--- src/rtl/pos_codec_pkg.sv ---
// Shared types and helpers for the bit-position codec, used by both the encoder and the rebuild side.
// The one-hot helper is sized for the widest supported vector; callers keep the low N bits.
package pos_codec_pkg;

   localparam int unsigned MAX_N = 256;

   typedef enum logic {ACCUM, HOLD} rebuild_state_t;

   // The bit is set only when pos addresses a real bit of an n-wide vector.
   function automatic logic [MAX_N-1:0] onehot_of(input int unsigned pos, input int unsigned n);
      logic [MAX_N-1:0] oh;
      for (int unsigned i = 0; i < MAX_N; i++) begin
         oh[i] = (pos == i) && (pos < n);
      end
      return oh;
   endfunction

endpackage

--- src/rtl/pos_onehot_decode.sv ---
// Combinational decode of a bit position to an N-bit one-hot, flagging positions outside the vector.
// Zero latency; no flow control of its own.
module pos_onehot_decode
   import pos_codec_pkg::*;
#(
   parameter int N     = 8,
   parameter int POS_W = $clog2(N)
) (
   input  logic [POS_W-1:0] pos,
   output logic [N-1:0]     oh,
   output logic             range_err
);

   // Only the low N bits matter; the rest are always zero.
   logic [MAX_N-1:0] oh_full_unused;

   assign oh_full_unused = onehot_of(32'(pos), N);
   assign oh             = oh_full_unused[N-1:0];
   assign range_err      = 32'(pos) >= 32'(N);

endmodule

--- src/rtl/pos_vector_rebuild.sv ---
// Rebuilds an N-bit mask from a framed stream of set-bit positions; the vector is valid the cycle after the last beat.
// Backpressure: while a finished vector waits for vec_ready, pos_ready drops; retiring and a new beat may share a cycle.
module pos_vector_rebuild
   import pos_codec_pkg::*;
#(
   parameter  int N     = 8,
   localparam int POS_W = $clog2(N),
   localparam int CNT_W = POS_W + 1
) (
   input  logic             clk,
   input  logic             rst_n,
   input  logic             pos_valid,
   output logic             pos_ready,
   input  logic [POS_W-1:0] pos,
   input  logic             pos_last,
   output logic             vec_valid,
   input  logic             vec_ready,
   output logic [N-1:0]     vec_data,
   output logic [CNT_W-1:0] vec_count,
   output logic             vec_dup,
   output logic             vec_range
);

   rebuild_state_t   state, state_nx;
   logic [N-1:0]     acc, oh;
   logic [CNT_W-1:0] cnt, cnt_inc;
   logic             dup, rng, range_err, beat, frame_dup, frame_rng;

   pos_onehot_decode #(.N(N), .POS_W(POS_W)) u_decode (
      .pos       (pos),
      .oh        (oh),
      .range_err (range_err)
   );

   assign pos_ready = (state == ACCUM) || vec_ready;
   assign beat      = pos_valid && pos_ready;
   assign vec_valid = (state == HOLD);

   // The accumulator is cleared when a frame closes, so it is already the base for the next frame's first beat.
   assign frame_dup = dup || ((acc & oh) != '0);
   assign frame_rng = rng || range_err;
   assign cnt_inc   = (&cnt) ? cnt : cnt + 1'b1;

   always_comb begin
      state_nx = state;
      if (beat && pos_last) begin
         state_nx = HOLD;
      end else if ((state == HOLD) && vec_ready) begin
         state_nx = ACCUM;
      end
   end

   always_ff @(posedge clk or negedge rst_n) begin
      if (!rst_n) begin
         state <= ACCUM;
      end else begin
         state <= state_nx;
      end
   end

   always_ff @(posedge clk or negedge rst_n) begin
      if (!rst_n) begin
         acc <= '0;
         cnt <= '0;
         dup <= 1'b0;
         rng <= 1'b0;
      end else if (beat) begin
         if (pos_last) begin
            acc <= '0;
            cnt <= '0;
            dup <= 1'b0;
            rng <= 1'b0;
         end else begin
            acc <= acc | oh;
            cnt <= cnt_inc;
            dup <= frame_dup;
            rng <= frame_rng;
         end
      end
   end

   // Output registers only load on a closing beat, so they hold while the vector is stalled.
   always_ff @(posedge clk or negedge rst_n) begin
      if (!rst_n) begin
         vec_data  <= '0;
         vec_count <= '0;
         vec_dup   <= 1'b0;
         vec_range <= 1'b0;
      end else if (beat && pos_last) begin
         vec_data  <= acc | oh;
         vec_count <= cnt_inc;
         vec_dup   <= frame_dup;
         vec_range <= frame_rng;
      end
   end

endmodule
--- config.mk ---
export PLATFORM = sky130hd
export DESIGN_NAME = pos_vector_rebuild
export DESIGN_NICKNAME = d
export VERILOG_FILES = /design/src/rtl/pos_codec_pkg.sv /design/src/rtl/pos_onehot_decode.sv /design/src/rtl/pos_vector_rebuild.sv
export SDC_FILE = /design/constraint.sdc
export NUM_CORES = 1
export LEC_CHECK = 0
export BUFFER_PORTS_ARGS = -buffer_cell sky130_fd_sc_hd__buf_2
export CAP_MARGIN = 20
export CELL_PAD_IN_SITES_DETAIL_PLACEMENT = 0
export CELL_PAD_IN_SITES_GLOBAL_PLACEMENT = 1
export CORE_MARGIN = 5
export CORE_UTILIZATION = 40
export DETAILED_ROUTE_END_ITERATION = 8
export GPL_ROUTABILITY_DRIVEN = 0
export PLACE_DENSITY = 0.76
export SLEW_MARGIN = 20
export SYNTH_ARGS = -nofsm -noshare
export SYNTH_HDL_FRONTEND = slang
export SYNTH_SLANG_ARGS = --single-unit
--- constraint.sdc ---
create_clock -name clk -period 4 [get_ports clk]
set_input_delay 0.2 -clock clk [delete_from_list [all_inputs] [get_ports clk]]
set_output_delay 0.2 -clock clk [all_outputs]
set_load 0.05 [all_outputs]
==> impl_metrics.csv, run 1 <==
group,metric,value,unit
critical_path,crit_chain,"nand2b_1, nand3_1, nor3_1, nor2_1",
synthesis,ys_async_sr_fraction,1.00,
grt,grt_usage,0.129,
placed_design,dpl.cell_count,187,
timing,min_period,1740,ps
critical_path,path_buf_inv,0,
synthesis,synthMostInstantiatedCell,"dfrtp_1",
clock_tree,clk_latency,320,ps
critical_path,reg2reg_slack,2260,ps
synthesis,synth_compound_gate_area_share,0.187,
floorplanning,rows,20,
floorplanning,fp.dieW,65.9,um
timing,rsz0062_at_grt,"no",
timing,worst-slew-pin-transition,757,ps
clock_tree,clk_pin_slew,130,ps
timing,hold_violations,0,
final_layout,nets,158,
critical_path,critPathRequiredTime,4220,ps
power,power.density,492,nW/um^2
synthesis,synthAdderAreaFrac,0.0100,
synthesis,ys_ff_latch,27,
timing,fin_skew,0.986,ps
clock_tree,cts_buffers,3,
grt,grt_pass1_vias,889,
grt,antenna_found_initial,0,
placed_design,dp_hpwl,1830,um
synthesis,yosysSeqAreaShare,0.540,
hold_path,worstHoldPathCells,2,
hold_path,hold_class,"in -> reg",
timing,slew_viol_final,0,
clock_tree,post_cts_buffers,0,
route,wl_per_cell,13.0,um
critical_path,critical-path-top-delay-family,"simple AND/OR/NAND/NOR gates",
timing,slew_headroom,0.494,
power,p_total,0.693,mW
timing,fmax,573,MHz
flow_run,maxCapViolations,0,
clock_tree,cts_max_level,1,
final_layout,n_antenna_cell,0,
critical_path,crit_arrival,1960,ps
route,vias,961,
synthesis,synth_top_cell_by_area,"dfrtp_1",
floorplanning,die_h,65.9,um
synthesis,syn_avg_cell_area,9.62,sq um
synthesis,muxShareOfSynthArea,0.0540,
critical_path,critPathMaxStageDelay,590,ps
timing,min_period_over_period,0.436,
synthesis,synth_xor_area_frac,0.00700,
final_layout,drive_above_1_share,0.196,
hold_path,min_to,"cnt[1]",
critical_path,slowest_stage,"nand3_1",
route,drtIter0Drc,44,
route,drt_wl_total,2500,um
floorplanning,boundaryPins,24,
floorplanning,start_util,0.413,
route,viasPerCell,5.01,
synthesis,synth_edf_count,0,
floorplanning,core-area,3030,sq um
clock_tree,clkSinkCount,27,
timing,finalSetupTns,0,ps
synthesis,ys.warnings.count,0,
power,ir_drop,0.189,mV
final_layout,final_util,0.465,
critical_path,worst_r2r_startpoint,"vec_valid",
critical_path,crit_type,"reg -> reg",
placed_design,placed_area,1370,sq um
critical_path,rr_worst_depth,4,
run_status,status,"completed",
clock_tree,root_buffer,"clkbuf_4",
placed_design,portBuffers,22,
clock_tree,cts_tree,"done",
route,drc,0,
timing,finalSetupViolations,0,
grt,grt_pass1_wl,4240,um
route,first_pass_iters,4,
synthesis,syn-instance-count,130,
critical_path,cp-start-kind,"register",
critical_path,crit_fanout,25,
hold_path,min_from,"pos_last",
final_layout,instances_no_fill,192,
synthesis,netlist_top_cells_area,"dfrtp_1, a21oi_1, o21ai_0",
synthesis,synth_top_area_share,0.540,
route,drtAntennaViolNets,0,
clock_tree,clockBufferDepth,2,
floorplanning,dieArea,4350,sq um
synthesis,synth.distinct_cells,31,
final_layout,syn_to_final_growth,12.5,%
power,p_leak,0.688,nW
synthesis,syn_area,1250,sq um
synthesis,synth-simple-area-share,0.154,
final_layout,stdcell_area,1410,sq um
synthesis,ys.flop_type,"dfrtp_1",
grt,grt_max_degree,28,
synthesis,synth_common_cells,"dfrtp_1, nand2_1, nor2_1, a21oi_1, o21ai_0",
critical_path,worstSetupEndpointType,"register",
critical_path,r2r-end,"vec_data[0]",
synthesis,synth_fp_nets,139,
critical_path,path_depth,4,
grt,grt_remaining_overflow,0,
synthesis,synth_top_family_by_area,"compound AO/OA/AOI/OAI gates",
[worst reg2reg max path, delay by kind of cell, from the launching register on]
family,cells,cell delay [ps]
flops,1,400
simple gates,4,1250
[registers in the layout, indices dropped and copies added, names as in the netlist]
signal	flops
vec_dup	1
cnt	4
vec_count	4
acc	8
vec_data	8
dup	1
vec_valid	1
[layout by cell type (no fill, tap or decap), types with 2 or more instances in the layout]
cell type,instances
dfrtp_1,27
buf_2,22
nand2_1,15
nor2_1,13
a21oi_1,12
o21ai_0,12
a31oi_1,7
nand3_1,4
nor2b_1,3
inv_1,3
mux2i_1,3
clkbuf_4,3
nand2b_1,2
and3_1,2
mux2_2,2
nor3_1,2
[worst max path at each step]
stage / from / end / slack [ps]
6_report: vec_valid / vec_data[0] / 2260
5_1_grt: vec_valid / vec_data[0] / 2000
4_1_cts: vec_valid / vec_data[0] / 2250
3_5_place_dp: vec_valid / vec_data[0] / 2260
3_3_place_gp: vec_valid / vec_data[0] / 2370
2_1_floorplan: vec_valid / vec_dup / 2200
[where the power goes]
| group | internal [mW] | total, mW | switching, mW |
|---|---|---|---|
| registers | 0.316 | 0.345 | 0.0289 |
| logic | 0.0614 | 0.233 | 0.172 |
| clock network | 0.0390 | 0.114 | 0.0753 |
[what timing repair did]
action	CTS	global route
hold buffers	1	0
endpoints found under the hold margin	27	0
gates resized for setup	0	0
[cell families after synthesis]
kind of cell / Yosys count
AO/OA/AOI/OAI: 39
other: 1
multiplexers: 6
adder cells (fa/ha/maj): 1
buffers and inverters: 12
flip-flops: 27
XOR/XNOR: 1
AND/OR/NAND/NOR: 43
[stage by stage]
stage,hold WS (ps),setup slack (ps)
6_report,109,2260
5_1_grt,98.8,2000
4_1_cts,100,2250
3_5_place_dp,244,2260
3_3_place_gp,235,2370
2_1_floorplan,-95.6,2200
[area by class of cell]
| class | count | area (sq um) |
|---|---|---|
| Clock buffer | 4 | 26.3 |
| Fill cell | 310 | 1620 |
| Inverter | 3 | 11.3 |
| Timing Repair Buffer | 23 | 120 |
| Sequential cell | 27 | 676 |
| Tap cell | 44 | 55.1 |
| Multi-Input combinational cell | 91 | 519 |
[layer usage]
metal	wire [um]	share of wire	track usage	vias up
li1	-	-	-	490
met1	1300	0.52	0.187	442
met2	1020	0.41	0.181	24
met5	0	0	0	-
met3	150	0.060	0.0357	5
met4	36	0.014	0.0457	0
(Power assumes the default switching activity.)
==> inputs of run 2 (changes only) <==
CORE_UTILIZATION = 37   (was 40)
PLACE_DENSITY = 0.74   (was 0.76)
clock period = 1.4 ns   (was 4 ns; I/O delays follow)
==> impl_metrics.csv, run 2 (synthesis results as in run 1) <==
group,metric,value,unit
critical_path,crit_type,"reg -> reg",
grt,grt_usage,0.124,
critical_path,crit_top_cell,"mux2_4",
clock_tree,cts_tree,"done",
flow_run,maxCapViolations,0,
floorplanning,boundaryPins,24,
hold_path,min_from,"vec_ready",
hold_path,hold_class,"in -> reg",
timing,min_period_over_period,0.980,
clock_tree,root_buffer,"clkbuf_4",
critical_path,critPathMaxStageDelay,420,ps
critical_path,slowest_stage,"dfrtp_1",
timing,fin_skew,13.0,ps
route,routed-wl-met3,72,um
final_layout,nets,168,
final_layout,final_util,0.459,
power,p_leak,0.742,nW
route,topRoutingLayerUsed,"met4",
placed_design,portBuffers,22,
grt,grt_pass1_wl,4310,um
critical_path,reg2reg_slack,30,ps
critical_path,crit_arrival,1600,ps
timing,worst-slew-pin-transition,613,ps
floorplanning,rows,21,
final_layout,syn_to_final_growth,21.5,%
timing,slew_viol_final,0,
clock_tree,clockBufferDepth,2,
power,ir_drop,0.396,mV
timing,fmax,729,MHz
critical_path,worst_r2r_startpoint,"acc[5]",
route,vias,993,
hold_path,min_to,"vec_valid",
timing,finalSetupViolations,0,
floorplanning,die_h,68.2,um
critical_path,rr_worst_depth,4,
final_layout,top_regs,"acc: 8 flops, vec_data: 8 flops",
route,wl_met1,1320,um
critical_path,crit_chain,"mux2_4, a221oi_2, o21ai_1, mux2_4",
placed_design,pre_cts_ws,16.6,ps
clock_tree,cts_buffers,3,
final_layout,drive_above_1_share,0.278,
timing,slew_headroom,0.592,
final_layout,n_antenna_cell,0,
floorplanning,start_util,0.378,
route,viasPerCell,4.87,
grt,grt_max_degree,28,
grt,grt_pass1_vias,907,
route,drt_wl_total,2660,um
timing,hold_violations,0,
route,drtAntennaViolNets,0,
floorplanning,core-area,3310,sq um
critical_path,critical_path.startpoint,"acc[5]",
floorplanning,dieArea,4640,sq um
critical_path,worstSetupEndpointType,"register",
timing,fin_ws,27.3,ps
clock_tree,cts_max_level,1,
critical_path,critPathRequiredTime,1630,ps
route,drtIter0Drc,32,
critical_path,cp-start-kind,"register",
floorplanning,fp.dieW,68.2,um
grt,antenna_found_initial,0,
hold_path,worstHoldPathCells,3,
route,wl_met2,1240,um
clock_tree,clk_pin_slew,150,ps
timing,min_period,1370,ps
route,first_pass_iters,4,
critical_path,r2r-end,"vec_dup",
timing,finalSetupTns,0,ps
placed_design,dp_hpwl,1960,um
timing,rsz0062_at_grt,"yes",
final_layout,final_common_cell,"dfrtp_1",
route,wl_per_cell,13.0,um
clock_tree,clk_latency,320,ps
grt,grt_remaining_overflow,0,
critical_path,crit_fanout,2,
power,power.density,1340,nW/um^2
run_status,status,"completed",
final_layout,final_cell_mix,"dfrtp_1, buf_2, nand2_1",
clock_tree,clkSinkCount,27,
route,drc,0,
-- run 2: cell count changes in the layout (fill, tap and decap cells not counted), sizes merged --
cell         change
buf              +9
dlygate4sd3      +1
-- run 2: cell type report --
type / count / area (sq um)
Fill cell: 332 / 1790
Sequential cell: 27 / 677
Multi-Input combinational cell: 91 / 548
Timing Repair Buffer: 33 / 200
Tap cell: 46 / 57.6
Clock buffer: 4 / 26.3
Inverter: 3 / 11.3
-- run 2: worst max-delay path: cells and delay by family, from the launching register on --
family / cells / cell delay, ps
AOI/OAI and AO/OA: 2 / 340
DFF: 1 / 420
muxes: 2 / 520
-- run 2: per-stage QoR --
step	area, sq um	hold WS [ps]	power [mW]	instances
floorplan	1290	-226	1.53	130
global placement	1450	118	1.70	197
detailed placement	1450	120	1.71	197
CTS	1500	93.9	2.06	203
global route	1520	105	2.15	204
finish	1520	94.3	2.04	204
-- run 2: power by group --
group / internal, mW / total, mW / switching, mW
registers: 0.904 / 0.981 / 0.0770
clock network: 0.111 / 0.339 / 0.228
logic: 0.214 / 0.721 / 0.507
total: 1.23 / 2.04 / 0.812
-- run 2: routing by layer --
metal / vias up / track usage
met5: - / 0
met3: 2 / 0.0197
met4: 0 / 0.0521
met2: 12 / 0.193
met1: 470 / 0.171
li1: 509 / -
-- run 2: worst max path at each step --
stage | depth (start not counted) | slack, ps | end
after floorplan | 5 | -110 | vec_dup
after global placement | 4 | 40 | vec_dup
after detailed placement | 4 | 20 | vec_dup
after CTS | 4 | 2 | vec_dup
after global routing | 4 | -10 | vec_dup
final | 4 | 30 | vec_dup
-- run 2: what timing repair did --
| item | CTS | global route |
|---|---|---|
| hold endpoints to repair | 29 | 0 |
| resized for setup | 1 | 3 |
| pin swaps | 0 | 2 |
| endpoints found under the setup margin | 1 | 15 |
| hold buffers | 2 | 0 |
| setup buffers | 0 | 1 |
| gates cloned | 0 | 0 |
